$ cat src/rtl/etcpu_loader_pkg.sv
// etcpu_loader_pkg: shared states, error codes and stream geometry for the program loader
package etcpu_loader_pkg;
  localparam int WORD_BYTES = 4;
  localparam int BYTE_W = 8;
  typedef enum logic [2:0] {IDLE, LEN, DATA, CSUM, DONE, ERR} state_e;
  typedef enum logic [1:0] {ERR_NONE, ERR_LEN, ERR_CSUM} err_code_e;
endpackage

$ cat src/rtl/etcpu_byte_packer.sv
// etcpu_byte_packer: assembles accepted bytes little-endian into words, flagging each completed word
module etcpu_byte_packer
  import etcpu_loader_pkg::*;
(
  input  logic                         clk,
  input  logic                         rst,
  input  logic                         clear,
  input  logic                         in_vld,
  input  logic [BYTE_W-1:0]            in_byte,
  output logic                         word_vld,
  output logic [WORD_BYTES*BYTE_W-1:0] word
);
  localparam int W = WORD_BYTES * BYTE_W;
  logic [1:0]   cnt_q, cnt_d;
  logic [W-1:0] sr_q, sr_d;
  // Shifting right puts the first byte of a word at bits [7:0] after four bytes.
  always_comb begin
    word     = {in_byte, sr_q[W-1:BYTE_W]};
    word_vld = in_vld && cnt_q == 2'd3;
    cnt_d    = clear ? 2'd0 : in_vld ? cnt_q + 2'd1 : cnt_q;
    sr_d     = in_vld ? word : sr_q;
  end
  always_ff @(posedge clk or posedge rst) begin
    if (rst) begin
      cnt_q <= '0;
      sr_q  <= '0;
    end else begin
      cnt_q <= cnt_d;
      sr_q  <= sr_d;
    end
  end
endmodule

$ cat src/rtl/etcpu_prog_loader.sv
// etcpu_prog_loader: streams a length-prefixed, XOR-checksummed image into instruction memory
// and releases the CPU from reset only once the image is verified.
module etcpu_prog_loader
  import etcpu_loader_pkg::*;
#(
  parameter int          INST_MEM_DEPTH = 1024,
  parameter logic [31:0] BASE_ADDR      = 32'h0
) (
  input  logic        clk,
  input  logic        rst,
  input  logic        start,
  input  logic        s_valid,
  input  logic [7:0]  s_data,
  output logic        s_ready,
  output logic        inst_mem_wr_wen,
  output logic [31:0] inst_mem_wr_addr,
  output logic [31:0] inst_mem_wr_dat,
  output logic        rst_n_cpu,
  output logic        busy,
  output logic        done,
  output logic        err,
  output logic [1:0]  err_code
);
  localparam int CW = $clog2(INST_MEM_DEPTH + 1);
  state_e      state_q, state_d;
  err_code_e   code_q, code_d;
  logic [CW-1:0] wcnt_q, wcnt_d, n_q, n_d;
  logic [31:0] xor_q, xor_d, addr_q, addr_d, dat_q, dat_d, word;
  logic        wen_q, wen_d, rst_n_cpu_q, rst_n_cpu_d, done_q, done_d, err_q, err_d;
  logic        fire, go, word_vld;

  assign s_ready          = state_q inside {LEN, DATA, CSUM};
  assign busy             = s_ready;
  assign fire             = s_valid && s_ready;
  assign go               = start && state_q inside {IDLE, DONE, ERR};
  assign inst_mem_wr_wen  = wen_q;
  assign inst_mem_wr_addr = addr_q;
  assign inst_mem_wr_dat  = dat_q;
  assign rst_n_cpu        = rst_n_cpu_q;
  assign done             = done_q;
  assign err              = err_q;
  assign err_code         = code_q;

  etcpu_byte_packer u_packer (
    .clk      (clk),
    .rst      (rst),
    .clear    (go),
    .in_vld   (fire),
    .in_byte  (s_data),
    .word_vld (word_vld),
    .word     (word)
  );

  always_comb begin
    state_d     = state_q;
    wcnt_d      = wcnt_q;
    n_d         = n_q;
    xor_d       = xor_q;
    addr_d      = addr_q;
    dat_d       = dat_q;
    wen_d       = 1'b0;
    rst_n_cpu_d = rst_n_cpu_q;
    done_d      = done_q;
    err_d       = err_q;
    code_d      = code_q;
    if (go) begin
      state_d     = LEN;
      wcnt_d      = '0;
      xor_d       = '0;
      rst_n_cpu_d = 1'b0;
      done_d      = 1'b0;
      err_d       = 1'b0;
      code_d      = ERR_NONE;
    end
    if (word_vld) begin
      case (state_q)
        LEN: begin
          if (word == 32'd0 || word > 32'(INST_MEM_DEPTH)) begin
            state_d = ERR;
            err_d   = 1'b1;
            code_d  = ERR_LEN;
          end else begin
            state_d = DATA;
            n_d     = word[CW-1:0];
          end
        end
        DATA: begin
          wen_d   = 1'b1;
          addr_d  = BASE_ADDR + (32'(wcnt_q) << 2);
          dat_d   = word;
          xor_d   = xor_q ^ word;
          wcnt_d  = wcnt_q + CW'(1);
          state_d = wcnt_d == n_q ? CSUM : DATA;
        end
        CSUM: begin
          if (word == xor_q) begin
            state_d     = DONE;
            done_d      = 1'b1;
            rst_n_cpu_d = 1'b1;
          end else begin
            state_d = ERR;
            err_d   = 1'b1;
            code_d  = ERR_CSUM;
          end
        end
        default: ;
      endcase
    end
  end

  always_ff @(posedge clk or posedge rst) begin
    if (rst) begin
      state_q     <= IDLE;
      wcnt_q      <= '0;
      n_q         <= '0;
      xor_q       <= '0;
      addr_q      <= '0;
      dat_q       <= '0;
      wen_q       <= 1'b0;
      rst_n_cpu_q <= 1'b0;
      done_q      <= 1'b0;
      err_q       <= 1'b0;
      code_q      <= ERR_NONE;
    end else begin
      state_q     <= state_d;
      wcnt_q      <= wcnt_d;
      n_q         <= n_d;
      xor_q       <= xor_d;
      addr_q      <= addr_d;
      dat_q       <= dat_d;
      wen_q       <= wen_d;
      rst_n_cpu_q <= rst_n_cpu_d;
      done_q      <= done_d;
      err_q       <= err_d;
      code_q      <= code_d;
    end
  end
endmodule

$ cat config.mk
export PLATFORM = sky130hd
export DESIGN_NAME = etcpu_prog_loader
export DESIGN_NICKNAME = d
export VERILOG_FILES = /design/src/rtl/etcpu_loader_pkg.sv /design/src/rtl/etcpu_byte_packer.sv /design/src/rtl/etcpu_prog_loader.sv
export SDC_FILE = /design/constraint.sdc
export NUM_CORES = 1
export LEC_CHECK = 0
export CAP_MARGIN = 10
export CORE_MARGIN = 2
export CORE_UTILIZATION = 50
export CTS_CLUSTER_DIAMETER = 80
export CTS_CLUSTER_SIZE = 8
export DETAILED_ROUTE_END_ITERATION = 7
export PLACE_DENSITY = 0.77
export SYNTH_ARGS = -nofsm -noshare
export SYNTH_HDL_FRONTEND = slang
export SYNTH_SLANG_ARGS = --single-unit
export TNS_END_PERCENT = 5
$ cat constraint.sdc
create_clock -name clk -period 3.6 [get_ports clk]
set_clock_uncertainty 0.05 [all_clocks]
set_input_delay 0.36 -clock clk [delete_from_list [all_inputs] [get_ports clk]]
set_output_delay 0.36 -clock clk [all_outputs]
set_load 0.05 [all_outputs]
# == After elaboration in Yosys (flattened, before gate mapping) ==
# Index checks and enable logic that the tools add are counted.
# classes
mux,34
reduce_logical,11
n_bitwise,2
n_addsub,2
n_mul,0
div,0
eq_ne,8
n_lt_le_gt_ge,1
shifts,0
# ops
operator,n
2-to-1 mux 32 bit,3
2-to-1 mux 11 bit,3
equality test 32 bit,1
greater-than comparator 32 x 11 -> 1 bit (second input constant),1
logical NOT 32 bit,1
bitwise XOR 32 bit,1
2-to-1 mux 1 bit,16
2-to-1 mux 2 bit,6
adder 11 x 1 -> 11 bit (second input constant),1
equality test 11 bit,1
2-to-1 mux 3 bit,3
one-hot mux 3 bit (3 select lines),1
equality test 3 x 2 -> 1 bit (second input constant),2
equality test 3 bit (second input constant),2
nonzero test 3 bit,2
one-hot mux 2 bit (2 select lines),1
equality test 3 x 1 -> 1 bit (second input constant),1
logical AND 1 bit,3
logical NOT 3 bit,1
AND reduction 3 bit,1
adder 2 x 1 -> 2 bit (second input constant),1
equality test 2 bit (second input constant),1
one-hot mux 1 bit (2 select lines),1
AND reduction 2 bit,1
other kinds (3),3
# word_totals
memories,0
output_inout_bits,72
inputBits,12
romBits,0
register_bits,140
ram_bits,0
latch_bits,0
word_cells,71

# == Depth between registers and ports, before layout ==
# depth
word_depth,7
depth_mapped,7
depth_no_buf,7

# == Modules after synthesis ==
# A second synthesis with hierarchy kept.
# hier_totals
cells_unflattened,637
area_unflattened_um2,6302.3
# modules_own_cells
mod,instances,area_per_inst_um2,seq_area_each_um2,cells_each
etcpu_prog_loader,1,5157.4,2652.5,569
etcpu_byte_packer,1,1144.8,650.6,68

# == Worst setup path after synthesis ==
# OpenSTA, ideal clock, no wires.
# synth_path
path_type,flip-flop to flip-flop
start,register state_q[2]
end,register u_packer.sr_q[15]
path_stages_with_launch,5
synth_period_minus_slack_ns,2.380
t_arrival_ns,2.205
required_time_ns,3.425
setup_time_ns,0.125
n_path_buf,1
setup_slack_ns,1.220
path_cell_list,dfrtp_1 nor2_1 nand2_1 clkbuf_1 mux2_2
# synth_between
elab_chain_len,3
elab_cells_between_ends,5
cone_classes,3 x eq/ne; 2 x reduce/logical
# synth_lines
item,line,rtl
start: declaration,etcpu_prog_loader.sv:25,"state_e state_q, state_d;"
start signal: assignment,etcpu_prog_loader.sv:125,state_q <= state_d;
equality test 3 x 1 -> 1 bit / equality test 3 x 2 -> 1 bit (equally long branches),etcpu_prog_loader.sv:32,"assign s_ready = state_q inside {LEN, DATA, CSUM};"
nonzero test 3 bit (*),etcpu_prog_loader.sv:32,
via busy,etcpu_prog_loader.sv:19,"output logic busy,"
logical AND 1 bit (*),etcpu_prog_loader.sv:34,assign fire = s_valid && s_ready;
end signal: assignment,etcpu_byte_packer.sv:29,sr_q <= sr_d;
end: declaration,etcpu_byte_packer.sv:15,"logic [W-1:0] sr_q, sr_d;"
# Mark *: on every way through the listed nets, which the timed path passes. The rest lies on a longest branch.
# A chain may end at the register's enable or synchronous reset.

# == Worst setup path in the final report ==
# layout_path
start,register state_q[1]
end,output port s_ready
# layout_between
elab_chain_len,2
elab_cells_between_ends,4
cone_classes,3 x eq/ne; 1 x reduce/logical
# layout_lines
item,line,rtl
equality test 3 x 1 -> 1 bit / equality test 3 x 2 -> 1 bit (equally long branches),etcpu_prog_loader.sv:32,
nonzero test 3 bit (*),etcpu_prog_loader.sv:32,
end: declaration,etcpu_prog_loader.sv:14,"output logic s_ready,"
# Mark *: on every way between the ends. The rest lies on a longest branch, timed or not.

==> out/metrics.cfg <==
[sta]
period_share_pct=73.9
setup_violations=0
hold_viol=0
clock.fmax_ghz=0.376
setup_slack_ns=0.939
worstMarginPinSlew_ns=1.19
setup-tns-final_ns=0
hold_ws_ns=0.419
period_minus_slack_ns=2.66
slew_viol_final=0
rsz0062_at_grt=no
max_slew_margin_pct=20.4

[synthesis]
syn_avg_cell_area_um2=9.72
synth.most_common_cell=nand2_1
yosysTopAreaCell=dfrtp_1
yosys_register_bits=132
yosysSeqAreaShare_pct=54.1
synth_edf_count=0
synth_common_cells=nand2_1 (149), dfrtp_1 (132), o21ai_0 (82)
synth-async-reset-ratio_pct=100
synthDistinctLibCells=41
syn_inst=629
synth-main-ff-cell=dfrtp_1
netlist_area_um2=6110
synth_area_leaders=dfrtp_1 (54%), nand2_1 (9.2%), o21ai_0 (6.7%)
yosysWarningCount=0
synth_top_area_share_pct=54.1

[place]
hpwl_um=9330
gp_congestion=0.852
dp_slack_ns=0.866
placed_cell_area_um2=6780
numPortBuffers=62

[floorplanning]
ios=84
design.die.area_um2=13100
std_cell_rows=40
initial_utilization_pct=51.1
die_w_um=115
fp.coreArea_um2=12000
die_y_um=115

[critical_path]
critical_path_class=register to primary output
crit_top_cell=nor2_1
crit_slowest_cell=clkdlybuf4s50_1
worstPathCellList=nor2_1, nor2_1, clkdlybuf4s50_1
cpPeakStageDelay_ns=0.88
required_ns=3.19
cp_data_arrival_time_ns=2.25
start_kind=register
crit_fanout=14
end_kind=primary output

[grt]
antenna_found_initial=0
grt_usage_pct=23.2
grt_overflow=0
grt_max_degree=89
grt_pass1_vias=4795
grt_pass1_wl_um=23700

[final_layout]
finalInstanceArea_um2=7370
n_fill_cell=956
antenna_cells=0
drive_above_1_share_pct=10.6
syn_to_final_growth_pct=20.6
nets=701

[pwr]
p_leak_nw=3.48
ir_drop_uv=334
power_density_nw_per_um2=614

[outcome]
outcome=completed

[routing]
via_count=4713
dr.pass1.iters=5
route.detailed.drc=0
routed_wirelength_um=14200
routed_via_density=5.56
drtIter0Drc=381
drtAntennaViolNets=0
wl_per_cell_um=16.8

[worst_hold_path]
worst_hold_path_type=register to register

[cts]
numCtsBuffers=17
clk_path_buf_depth=2
cts_tree=done
clkTransAtPathRegs_ns=0.06
cts_sinks=132
worst_skew_pair.late_latency_ns=0.41
cts.repair.resized=0
cts-root-buf=clkbuf_16
cts_hold_buf=0
htree_num_levels=4
post-cts-setup-buffers=0

[flow_run]
maxCapViolCount=0

[routing by layer]
metal  GRT usage [%]  routed length [um]  vias up
met5               0                   0        -
met4            10.1                 346        0
met3            5.45                 656       30
met1            27.7                5970     2327
li1                -                   -     2197
met2            40.0                7270      159
[flip-flops by register name (all words and copies together), names as in the netlist]
| signal | count |
|---|---|
| inst_mem_wr_wen | 1 |
| state_q | 3 |
| inst_mem_wr_dat | 32 |
| u_packer.sr_q | 24 |
| u_packer.cnt_q | 2 |
| inst_mem_wr_addr | 11 |
| err_code | 2 |
| wcnt_q | 11 |
| n_q | 11 |
| rst_n_cpu | 1 |
| done | 1 |
| err | 1 |
| xor_q | 32 |
[where the power goes]
group	leakage, nW	internal [mW]	total (mW)	switching [mW]
combinational	1.42	0.360	0.838	0.478
sequential	1.78	1.65	1.95	0.308
clock	0.278	1.08	1.73	0.651
total	3.48	3.09	4.53	1.44
[metrics by stage]
step / cells / utilization (%) / total power, mW
after floorplan: 649 / - / 2.52
after global placement: 815 / 56.7 / 2.75
after detailed placement: 815 / 56.7 / 2.79
after CTS: 847 / 61.6 / 4.52
after global routing: 847 / 61.6 / 4.70
final: 847 / 61.6 / 4.53
[cell type report]
type	instances	area, um2	share of cell area [%]
Sequential cell	132	3300	44.8
Multi-Input combinational cell	464	2600	35.3
Timing Repair Buffer	67	671	9.10
Clock buffer	18	429	5.82
Tap cell	147	184	2.50
Clock inverter	14	161	2.19
Inverter	5	22.5	0.306
[cell families after synthesis]
family                   after synthesis  synth area share [%]
AND/OR/NAND/NOR                      253                  17.5
flip-flops                           132                  54.1
AO/OA/AOI/OAI                        102                  9.09
XOR/XNOR                              53                  7.60
buffers and inverters                 53                  4.73
multiplexers                          33                  6.51
adder cells (fa/ha/maj)                2                 0.409
other                                  1                0.0614
[critical path: cells and delay by family, from the launching register on]
kind	cells	cell delay, ns
flops	1	0.58
buf+inv	1	0.88
simple gates	2	0.38
[cell usage in the layout (no fill, tap or decap), types with 3 or more instances in the layout]
cell type and instances:
a21o_1 3, a21oi_1 3, and3_1 4, buf_4 4, bufinv_16 3, clkbuf_16 17
clkdlybuf4s50_1 62, clkinv_2 5, clkinvlp_4 6, conb_1 21, dfrtp_1 132, inv_1 3
mux2_2 26, mux2_4 7, nand2_1 149, nand3_1 10, nand4_1 12, nor2_1 54
nor3_1 6, nor4_1 9, o21ai_0 82, o31ai_1 3, xnor2_1 43, xor2_1 10
[path summary, 6_finish.rpt]
kind                                startpoint                  end  slack, ns  depth (start not counted)
setup / recovery                    state_q[1]              s_ready       0.94                          3
hold / removal             inst_mem_wr_addr[9]  inst_mem_wr_addr[9]       0.42                          2
setup reg to reg              u_packer.sr_q[9]               n_q[3]       1.07                          5
hold reg to reg            inst_mem_wr_addr[9]  inst_mem_wr_addr[9]       0.42                          2
max in group asynchronous                  rst            xor_q[23]       2.22                          3
min in group asynchronous                  rst  inst_mem_wr_dat[12]       0.43                          2
Note: power is estimated with default switching activity, not from simulation.
